**config.mk**
```make
export PLATFORM = sky130hd
export DESIGN_NAME = tdm_burst_sequencer
export DESIGN_NICKNAME = d
export VERILOG_FILES = /design/src/rtl/tdm_burst_sequencer.sv
export SDC_FILE = /design/constraint.sdc
export NUM_CORES = 1
export LEC_CHECK = 0
export CAP_MARGIN = 40
export CORE_UTILIZATION = 50
export DETAILED_ROUTE_END_ITERATION = 7
export PLACE_DENSITY_LB_ADDON = 0.1
export SYNTH_ARGS = -nofsm -noshare
export SYNTH_HDL_FRONTEND = slang
export SYNTH_SLANG_ARGS = --single-unit
export TNS_END_PERCENT = 50
```
**constraint.sdc**
```tcl
create_clock -name clk -period 9.5 [get_ports clk]
set_clock_uncertainty 0.05 [all_clocks]
set_input_delay 1.9 -clock clk [delete_from_list [all_inputs] [get_ports clk]]
set_output_delay 1.9 -clock clk [all_outputs]
set_load 0.02 [all_outputs]
```
**src/rtl/tdm_burst_sequencer.sv**
```systemverilog
// tdm_burst_sequencer
//
// Frame-synchronous scheduler for the TDM stream interface. On every frame
// sync (falling edge of f0_n) each of NCH channels plays out a gated bit-clock
// burst: an enable envelope, count 50%-duty pulses starting at a programmable
// half-tick offset, and an optional single tail pulse after the envelope.
// One clk cycle is one half-bit tick of the c4 clock.
//
// Ports:
//   clk        c4-domain clock, one cycle = one half-tick
//   rst        synchronous active-high reset
//   f0_n       frame sync, active low, synchronous to clk
//   cfg_we     config write strobe (writes the shadow bank of cfg_sel)
//   cfg_sel    channel select for the write
//   cfg_en     channel enable
//   cfg_tail   emit a tail pulse one half-tick after the envelope closes
//   cfg_offset first-pulse offset in half-ticks
//   cfg_count  number of clock pulses
//   clk_en     per-channel enable envelope (registered)
//   clk_out    per-channel gated bit clock (registered)
//   busy       a frame is being played out
//   slip       one-cycle pulse when a frame sync arrives before the frame ended
//   slip_cnt   saturating count of slips
module tdm_burst_sequencer #(
    parameter int NCH      = 4,
    parameter int FRAME_HT = 512,
    parameter int HTW      = 9,
    parameter int CNTW     = 8,
    localparam int SELW    = (NCH > 1) ? $clog2(NCH) : 1
) (
    input  logic            clk,
    input  logic            rst,
    input  logic            f0_n,
    input  logic            cfg_we,
    input  logic [SELW-1:0] cfg_sel,
    input  logic            cfg_en,
    input  logic            cfg_tail,
    input  logic [HTW-1:0]  cfg_offset,
    input  logic [CNTW-1:0] cfg_count,
    output logic [NCH-1:0]  clk_en,
    output logic [NCH-1:0]  clk_out,
    output logic            busy,
    output logic            slip,
    output logic [7:0]      slip_cnt
);

    // One extra bit so offset + 2*count and its tail position never wrap.
    localparam int EW = HTW + 1;
    localparam logic [HTW-1:0] LAST_HT = HTW'(FRAME_HT - 1);

    typedef struct packed {
        logic            en;
        logic            tail;
        logic [HTW-1:0]  offset;
        logic [CNTW-1:0] count;
    } chan_cfg_t;

    typedef enum logic {ARMED, RUN} state_t;

    state_t          state_reg, state_next;
    logic [HTW-1:0]  t_reg, t_next;
    logic            f0_q;
    logic            frame_start;
    logic            slip_next;
    logic            run_next;
    logic [NCH-1:0]  clk_en_next, clk_out_next;
    chan_cfg_t       cfg_new;
    chan_cfg_t       shadow_reg [NCH];
    chan_cfg_t       active_reg [NCH];
    chan_cfg_t       active_next [NCH];

    assign frame_start = f0_q & ~f0_n;
    assign cfg_new     = '{en: cfg_en, tail: cfg_tail, offset: cfg_offset, count: cfg_count};

    // Frame timing FSM. A sync during the last half-tick is a seamless
    // back-to-back frame; any earlier sync while running is a slip.
    always_comb begin
        state_next = state_reg;
        t_next     = t_reg;
        slip_next  = 1'b0;
        case (state_reg)
            ARMED: begin
                if (frame_start) begin
                    state_next = RUN;
                    t_next     = '0;
                end
            end
            RUN: begin
                if (frame_start) begin
                    t_next    = '0;
                    slip_next = (t_reg != LAST_HT);
                end else if (t_reg == LAST_HT) begin
                    state_next = ARMED;
                    t_next     = '0;
                end else begin
                    t_next = t_reg + 1'b1;
                end
            end
            default: begin
                state_next = ARMED;
                t_next     = '0;
            end
        endcase
    end

    assign run_next = (state_next == RUN);

    generate
        for (genvar gi = 0; gi < NCH; gi++) begin : g_chan
            logic           write_hit;
            logic           live;
            logic           pulse_hit;
            logic           tail_hit;
            logic [EW-1:0]  t_ext, off_ext, end_ht;

            assign write_hit = cfg_we && (cfg_sel == SELW'(gi));

            always_ff @(posedge clk) begin
                if (rst)
                    shadow_reg[gi] <= '0;
                else if (write_hit)
                    shadow_reg[gi] <= cfg_new;
            end

            // Active bank only moves at a frame start; a write landing in the
            // same cycle goes straight through so it applies to that frame.
            always_comb begin
                active_next[gi] = active_reg[gi];
                if (frame_start)
                    active_next[gi] = write_hit ? cfg_new : shadow_reg[gi];
            end

            always_ff @(posedge clk) begin
                if (rst)
                    active_reg[gi] <= '0;
                else
                    active_reg[gi] <= active_next[gi];
            end

            // Outputs are evaluated against the upcoming half-tick so that the
            // registered ports line up with frame cycle t.
            assign t_ext   = {1'b0, t_next};
            assign off_ext = {1'b0, active_next[gi].offset};
            assign end_ht  = off_ext + (EW'(active_next[gi].count) << 1);
            assign live    = run_next && active_next[gi].en && (active_next[gi].count != '0);

            // t >= offset here, so the parity of (t - offset) is t[0] ^ offset[0].
            assign pulse_hit = (t_ext >= off_ext) && (t_ext < end_ht) &&
                               (t_ext[0] == off_ext[0]);
            assign tail_hit  = active_next[gi].tail && (t_ext == end_ht + 1'b1);

            assign clk_en_next[gi]  = live && (t_ext <= end_ht);
            assign clk_out_next[gi] = live && (pulse_hit || tail_hit);
        end
    endgenerate

    always_ff @(posedge clk) begin
        if (rst) begin
            state_reg <= ARMED;
            t_reg     <= '0;
            f0_q      <= 1'b1;
            busy      <= 1'b0;
            slip      <= 1'b0;
            slip_cnt  <= '0;
            clk_en    <= '0;
            clk_out   <= '0;
        end else begin
            state_reg <= state_next;
            t_reg     <= t_next;
            f0_q      <= f0_n;
            busy      <= run_next;
            slip      <= slip_next;
            if (slip_next && (slip_cnt != 8'hFF))
                slip_cnt <= slip_cnt + 8'd1;
            clk_en    <= clk_en_next;
            clk_out   <= clk_out_next;
        end
    end

endmodule

```
==> impl_summary.log <==
INFO  metric status = finished, final reports clean
INFO  metric vias_per_cell = 5.73
INFO  metric die-area = between 0.02 and 0.025 mm²
INFO  metric synthesis.nets = roughly 1.5k
INFO  metric netlist-cell-type-count = 74
INFO  metric max_freq = around 140 MHz
INFO  metric antenna_found_initial = 0
INFO  metric die_height = 157 µm
INFO  metric overflow = 0
INFO  metric layout-drive-gt1-share = 0.0569
INFO  metric synth_adder_area_share = 0.115
INFO  metric filler_cell_count = between 2k and 2.5k
INFO  metric dr.pass1.iters = 5
INFO  metric drcViolationCount = 0
INFO  metric post_synth_main_area_contributors = sky130_fd_sc_hd__edfxtp_1, sky130_fd_sc_hd__dfxtp_1, sky130_fd_sc_hd__ha_1
INFO  metric post_cts_resized = 0
INFO  metric async_flop_share = 0
INFO  metric clock_latency = 430 ps
INFO  metric muxShareOfSynthArea = 0.0480
INFO  metric core_area = around 0.023 mm²
INFO  metric clock_tree_from_tritoncts = yes
INFO  metric htree_levels = 4
INFO  metric worst-setup-path-type = in -> reg
INFO  metric clock_root_buffer_master = sky130_fd_sc_hd__clkbuf_16
INFO  metric ys_dominant_reg_cell = sky130_fd_sc_hd__dfxtp_1
INFO  metric reg2regPathDepth = 20
INFO  metric clock_sink_count = 180
INFO  metric synthesis.yosys.warnings = 0
INFO  metric post-dp-hpwl = ~23000 µm
INFO  metric grt_util_all_layers = 0.272
INFO  metric leakage = between 5 and 6 nW
INFO  metric timing.setup.tns = 0 ps
INFO  metric max_transition_viols_final = 0
INFO  metric vias = 9904
INFO  metric hold_class = reg -> reg
INFO  metric regToRegEndpoint = clk_out[2]
INFO  metric finalHoldViolCount = 0
INFO  metric detail-route-antenna-nets = 0
INFO  metric synth-compound-area-share = 0.147
INFO  metric final_worst_setup_slack = approximately 2500 ps
INFO  metric rsz_0062_raised_after_global_routing = no
INFO  metric critical_path.reg2reg.startpoint = f0_q
INFO  metric cts_hold_repair.buffers = 0
INFO  metric wirelength_met1 = 16200 µm
INFO  metric detailedRoute.firstIterationViolations = just under 800
INFO  metric cts_bufs_inserted = 17
INFO  metric power-per-cell-area = about 160 mW/mm²
INFO  metric post_synth_xor_area_fraction = 0.0630
INFO  metric period_share = 0.732
INFO  metric synth-seq-area-share = 0.364
INFO  metric clk_pin_slew = around 80 ps
INFO  metric place_congestion = approximately 0.83
INFO  metric timing.critical_path.from_type = input pin
INFO  metric cp_cell_sequence = clkdlybuf4s50_1 > nand3b_2 > mux2i_1 > o21ai_0 > ha_1 > a21o_1 > maj3_1 > nor3b_1 > a2111oi_0 > o21ai_0 > a21oi_1 > xor2_1 > ha_1 > nand4_1 > nor2_1 > a21oi_1 > a21o_1 > a31oi_1 > nor2b_1
INFO  metric nets = approximately 1.5k
INFO  metric route.met2.wl = ~14000 µm
INFO  metric startpoint = cfg_sel[1]
INFO  metric route.final.wire_length = 32200 µm
INFO  metric crit_path_top_delay_cell = sky130_fd_sc_hd__nand3b_2
INFO  metric timing.critical_path.to_type = flop
INFO  metric dpl_worst_slack = between 2000 and 2500 ps
INFO  metric critPathCapture = clk_en[1]
INFO  metric cts.path.max_buffers = 2
INFO  metric first_global_vias = just under 9k
INFO  metric arrival = 7230 ps
INFO  metric multi_input_area = roughly 0.0072 mm²
INFO  metric detail_route.wl_per_cell = between 15 and 20 µm
INFO  metric synth_edf_count = 76
INFO  metric synth.largest_area_cell = sky130_fd_sc_hd__edfxtp_1
INFO  metric cell_area_synth = 0.0120 mm²
INFO  metric seq_cell_area = ~0.0044 mm²
INFO  metric final.min_clock_period = 6960 ps
INFO  metric placement.io_buffers = 42
INFO  metric number_of_top_level_design_ports = 43
INFO  metric drv.max_cap_violation_count = 0
INFO  metric cts.repair_timing.setup_buffer_count = 0
INFO  metric setup_violations = 0
INFO  metric final_core_util = 0.571
INFO  metric area_delta_synth_final = 11.9%
INFO  metric synthesis.area_per_instance = 8.76 µm²
INFO  metric worstMarginPinSlew = slightly below 900 ps
INFO  metric irDropWorstVdd = 0.000120 V
INFO  metric ys_ff_latch = 180
INFO  metric grt_pass1_wl = 50500 µm
INFO  metric grt_max_degree = between 70 and 80
INFO  metric route.top_layer_used = met4
INFO  metric synth-simple-area-share = 0.226
INFO  metric required_worst_endpoint = roughly 9800 ps
INFO  metric floorplan.initialDensity = 0.510
INFO  metric total_length_of_routed_met3_wires = 1950 µm
INFO  metric crit_fanout = 22
INFO  metric holdPathStages = 2
INFO  metric fp.dieW = around 160 µm
INFO  metric critPathMaxStageDelay = around 740 ps
INFO  metric synth_top_family_by_area = simple AND/OR/NAND/NOR gates
INFO  metric synth.top_cell.area_share = 0.190
INFO  metric synth_cells = 1368
INFO  metric placement_rows = 56
INFO  metric slew_headroom = 0.409
INFO  metric regToRegSetupSlack = roughly 4500 ps
## power breakdown
| part | switching (mW) | total (mW) | internal [mW] | leakage (nW) |
|---|---|---|---|---|
| sequential | 0.0185 | 0.872 | 0.854 | 1.60 |
| combinational | 0.349 | 0.575 | 0.226 | 3.89 |
| clock | 0.358 | 0.715 | 0.357 | 0.293 |
| total | 0.725 | 2.16 | 1.44 | 5.78 |
## how the worst min path moves through the flow
stage                      startpoint                 to  slack [ps]
floorplan           active_reg[3][17]  active_reg[3][17]         400
global placement    active_reg[2][17]  active_reg[2][17]         420
detailed placement  active_reg[2][17]  active_reg[2][17]         430
CTS                 active_reg[2][17]  active_reg[2][17]         450
global route              slip_cnt[7]        slip_cnt[7]         480
finish              active_reg[1][17]  active_reg[1][17]         440
## through the flow
step           hold slack, ps  total power, mW  cell area, µm²  instances
2_1_floorplan             396             1.31           12000       1368
3_3_place_gp              418             1.44           12700       1686
3_5_place_dp              431             1.46           12800       1694
4_1_cts                   448             2.17           13400       1726
5_1_grt                   481             2.27           13400       1726
6_report                  442             2.16           13400       1727
## per-layer routing
metal | vias to the layer above | GRT usage
li1 | 4912 | -
met1 | 4666 | 0.416
met2 | 306 | 0.406
met5 | - | 0
met3 | 20 | 0.0371
met4 | 0 | 0.0476
## cell usage in the layout, fill, tap and decap left out, types with 5 or more instances in the layout
cell,n
sky130_fd_sc_hd__nor4_1,12
sky130_fd_sc_hd__nor2_1,144
sky130_fd_sc_hd__o31a_1,5
sky130_fd_sc_hd__and3_1,13
sky130_fd_sc_hd__clkdlybuf4s50_1,41
sky130_fd_sc_hd__a211o_1,5
sky130_fd_sc_hd__inv_6,5
sky130_fd_sc_hd__nand4_1,14
sky130_fd_sc_hd__ha_1,96
sky130_fd_sc_hd__clkbuf_16,17
sky130_fd_sc_hd__a21o_1,19
sky130_fd_sc_hd__nand3_1,27
sky130_fd_sc_hd__dfxtp_1,104
sky130_fd_sc_hd__a31oi_1,24
sky130_fd_sc_hd__o21ai_1,9
sky130_fd_sc_hd__a21oi_1,97
sky130_fd_sc_hd__clkinv_8,6
sky130_fd_sc_hd__inv_1,52
sky130_fd_sc_hd__o21a_1,10
sky130_fd_sc_hd__nand3b_1,9
sky130_fd_sc_hd__nand2_1,124
sky130_fd_sc_hd__maj3_1,14
sky130_fd_sc_hd__a211oi_1,5
sky130_fd_sc_hd__xnor2_1,49
sky130_fd_sc_hd__mux2i_1,53
sky130_fd_sc_hd__buf_4,22
sky130_fd_sc_hd__xor2_1,32
sky130_fd_sc_hd__edfxtp_1,76
sky130_fd_sc_hd__nor3_1,20
sky130_fd_sc_hd__o21ai_0,54
sky130_fd_sc_hd__o211ai_1,6
sky130_fd_sc_hd__or3_1,6
sky130_fd_sc_hd__nor2b_1,44
sky130_fd_sc_hd__and2_1,80
sky130_fd_sc_hd__nand2b_1,24
## kinds of logic after synthesis
group	Yosys count
buffers and inverters	114
AOI/OAI and AO/OA	282
adders and majority gates	112
xor gates and xnor gates	83
muxes	57
and+or+nand+nor	540
DFF	180
## synth_stat cells (19+ instances only)
library cell and n:
sky130_fd_sc_hd__nor2_1 145, sky130_fd_sc_hd__nand2_1 124, sky130_fd_sc_hd__dfxtp_1 104, sky130_fd_sc_hd__a21oi_1 98
sky130_fd_sc_hd__ha_1 96, sky130_fd_sc_hd__and2_1 80, sky130_fd_sc_hd__edfxtp_1 76, sky130_fd_sc_hd__o21ai_0 54
sky130_fd_sc_hd__mux2i_1 53, sky130_fd_sc_hd__inv_1 52, sky130_fd_sc_hd__xnor2_1 49, sky130_fd_sc_hd__nor2b_1 45
sky130_fd_sc_hd__clkbuf_1 33, sky130_fd_sc_hd__xor2_1 32, sky130_fd_sc_hd__nand3_1 27, sky130_fd_sc_hd__nand2b_1 25
sky130_fd_sc_hd__a31oi_1 24, sky130_fd_sc_hd__nor3_1 20, sky130_fd_sc_hd__a21o_1 19
## final cells by class
type / instances / area share
Timing Repair Buffer: 68 / 0.0479
Tap cell: 319 / 0.0298
Clock buffer: 17 / 0.0317
Sequential cell: 180 / 0.325
Multi-Input combinational cell: 1074 / 0.537
Clock inverter: 15 / 0.0135
Inverter: 53 / 0.0148
Antenna cell: 1 / 0.000187
## critical path, delay by kind of cell
| family | cells | cell delay [ps] |
|---|---|---|
| adders and majority gates | 3 | 950 |
| AOI/OAI and AO/OA | 8 | 2050 |
| buffers and inverters | 1 | 500 |
| xor gates and xnor gates | 1 | 340 |
| and+or+nand+nor | 5 | 1240 |
| muxes | 1 | 270 |
No activity file was read; power rests on OpenSTA's default activity.
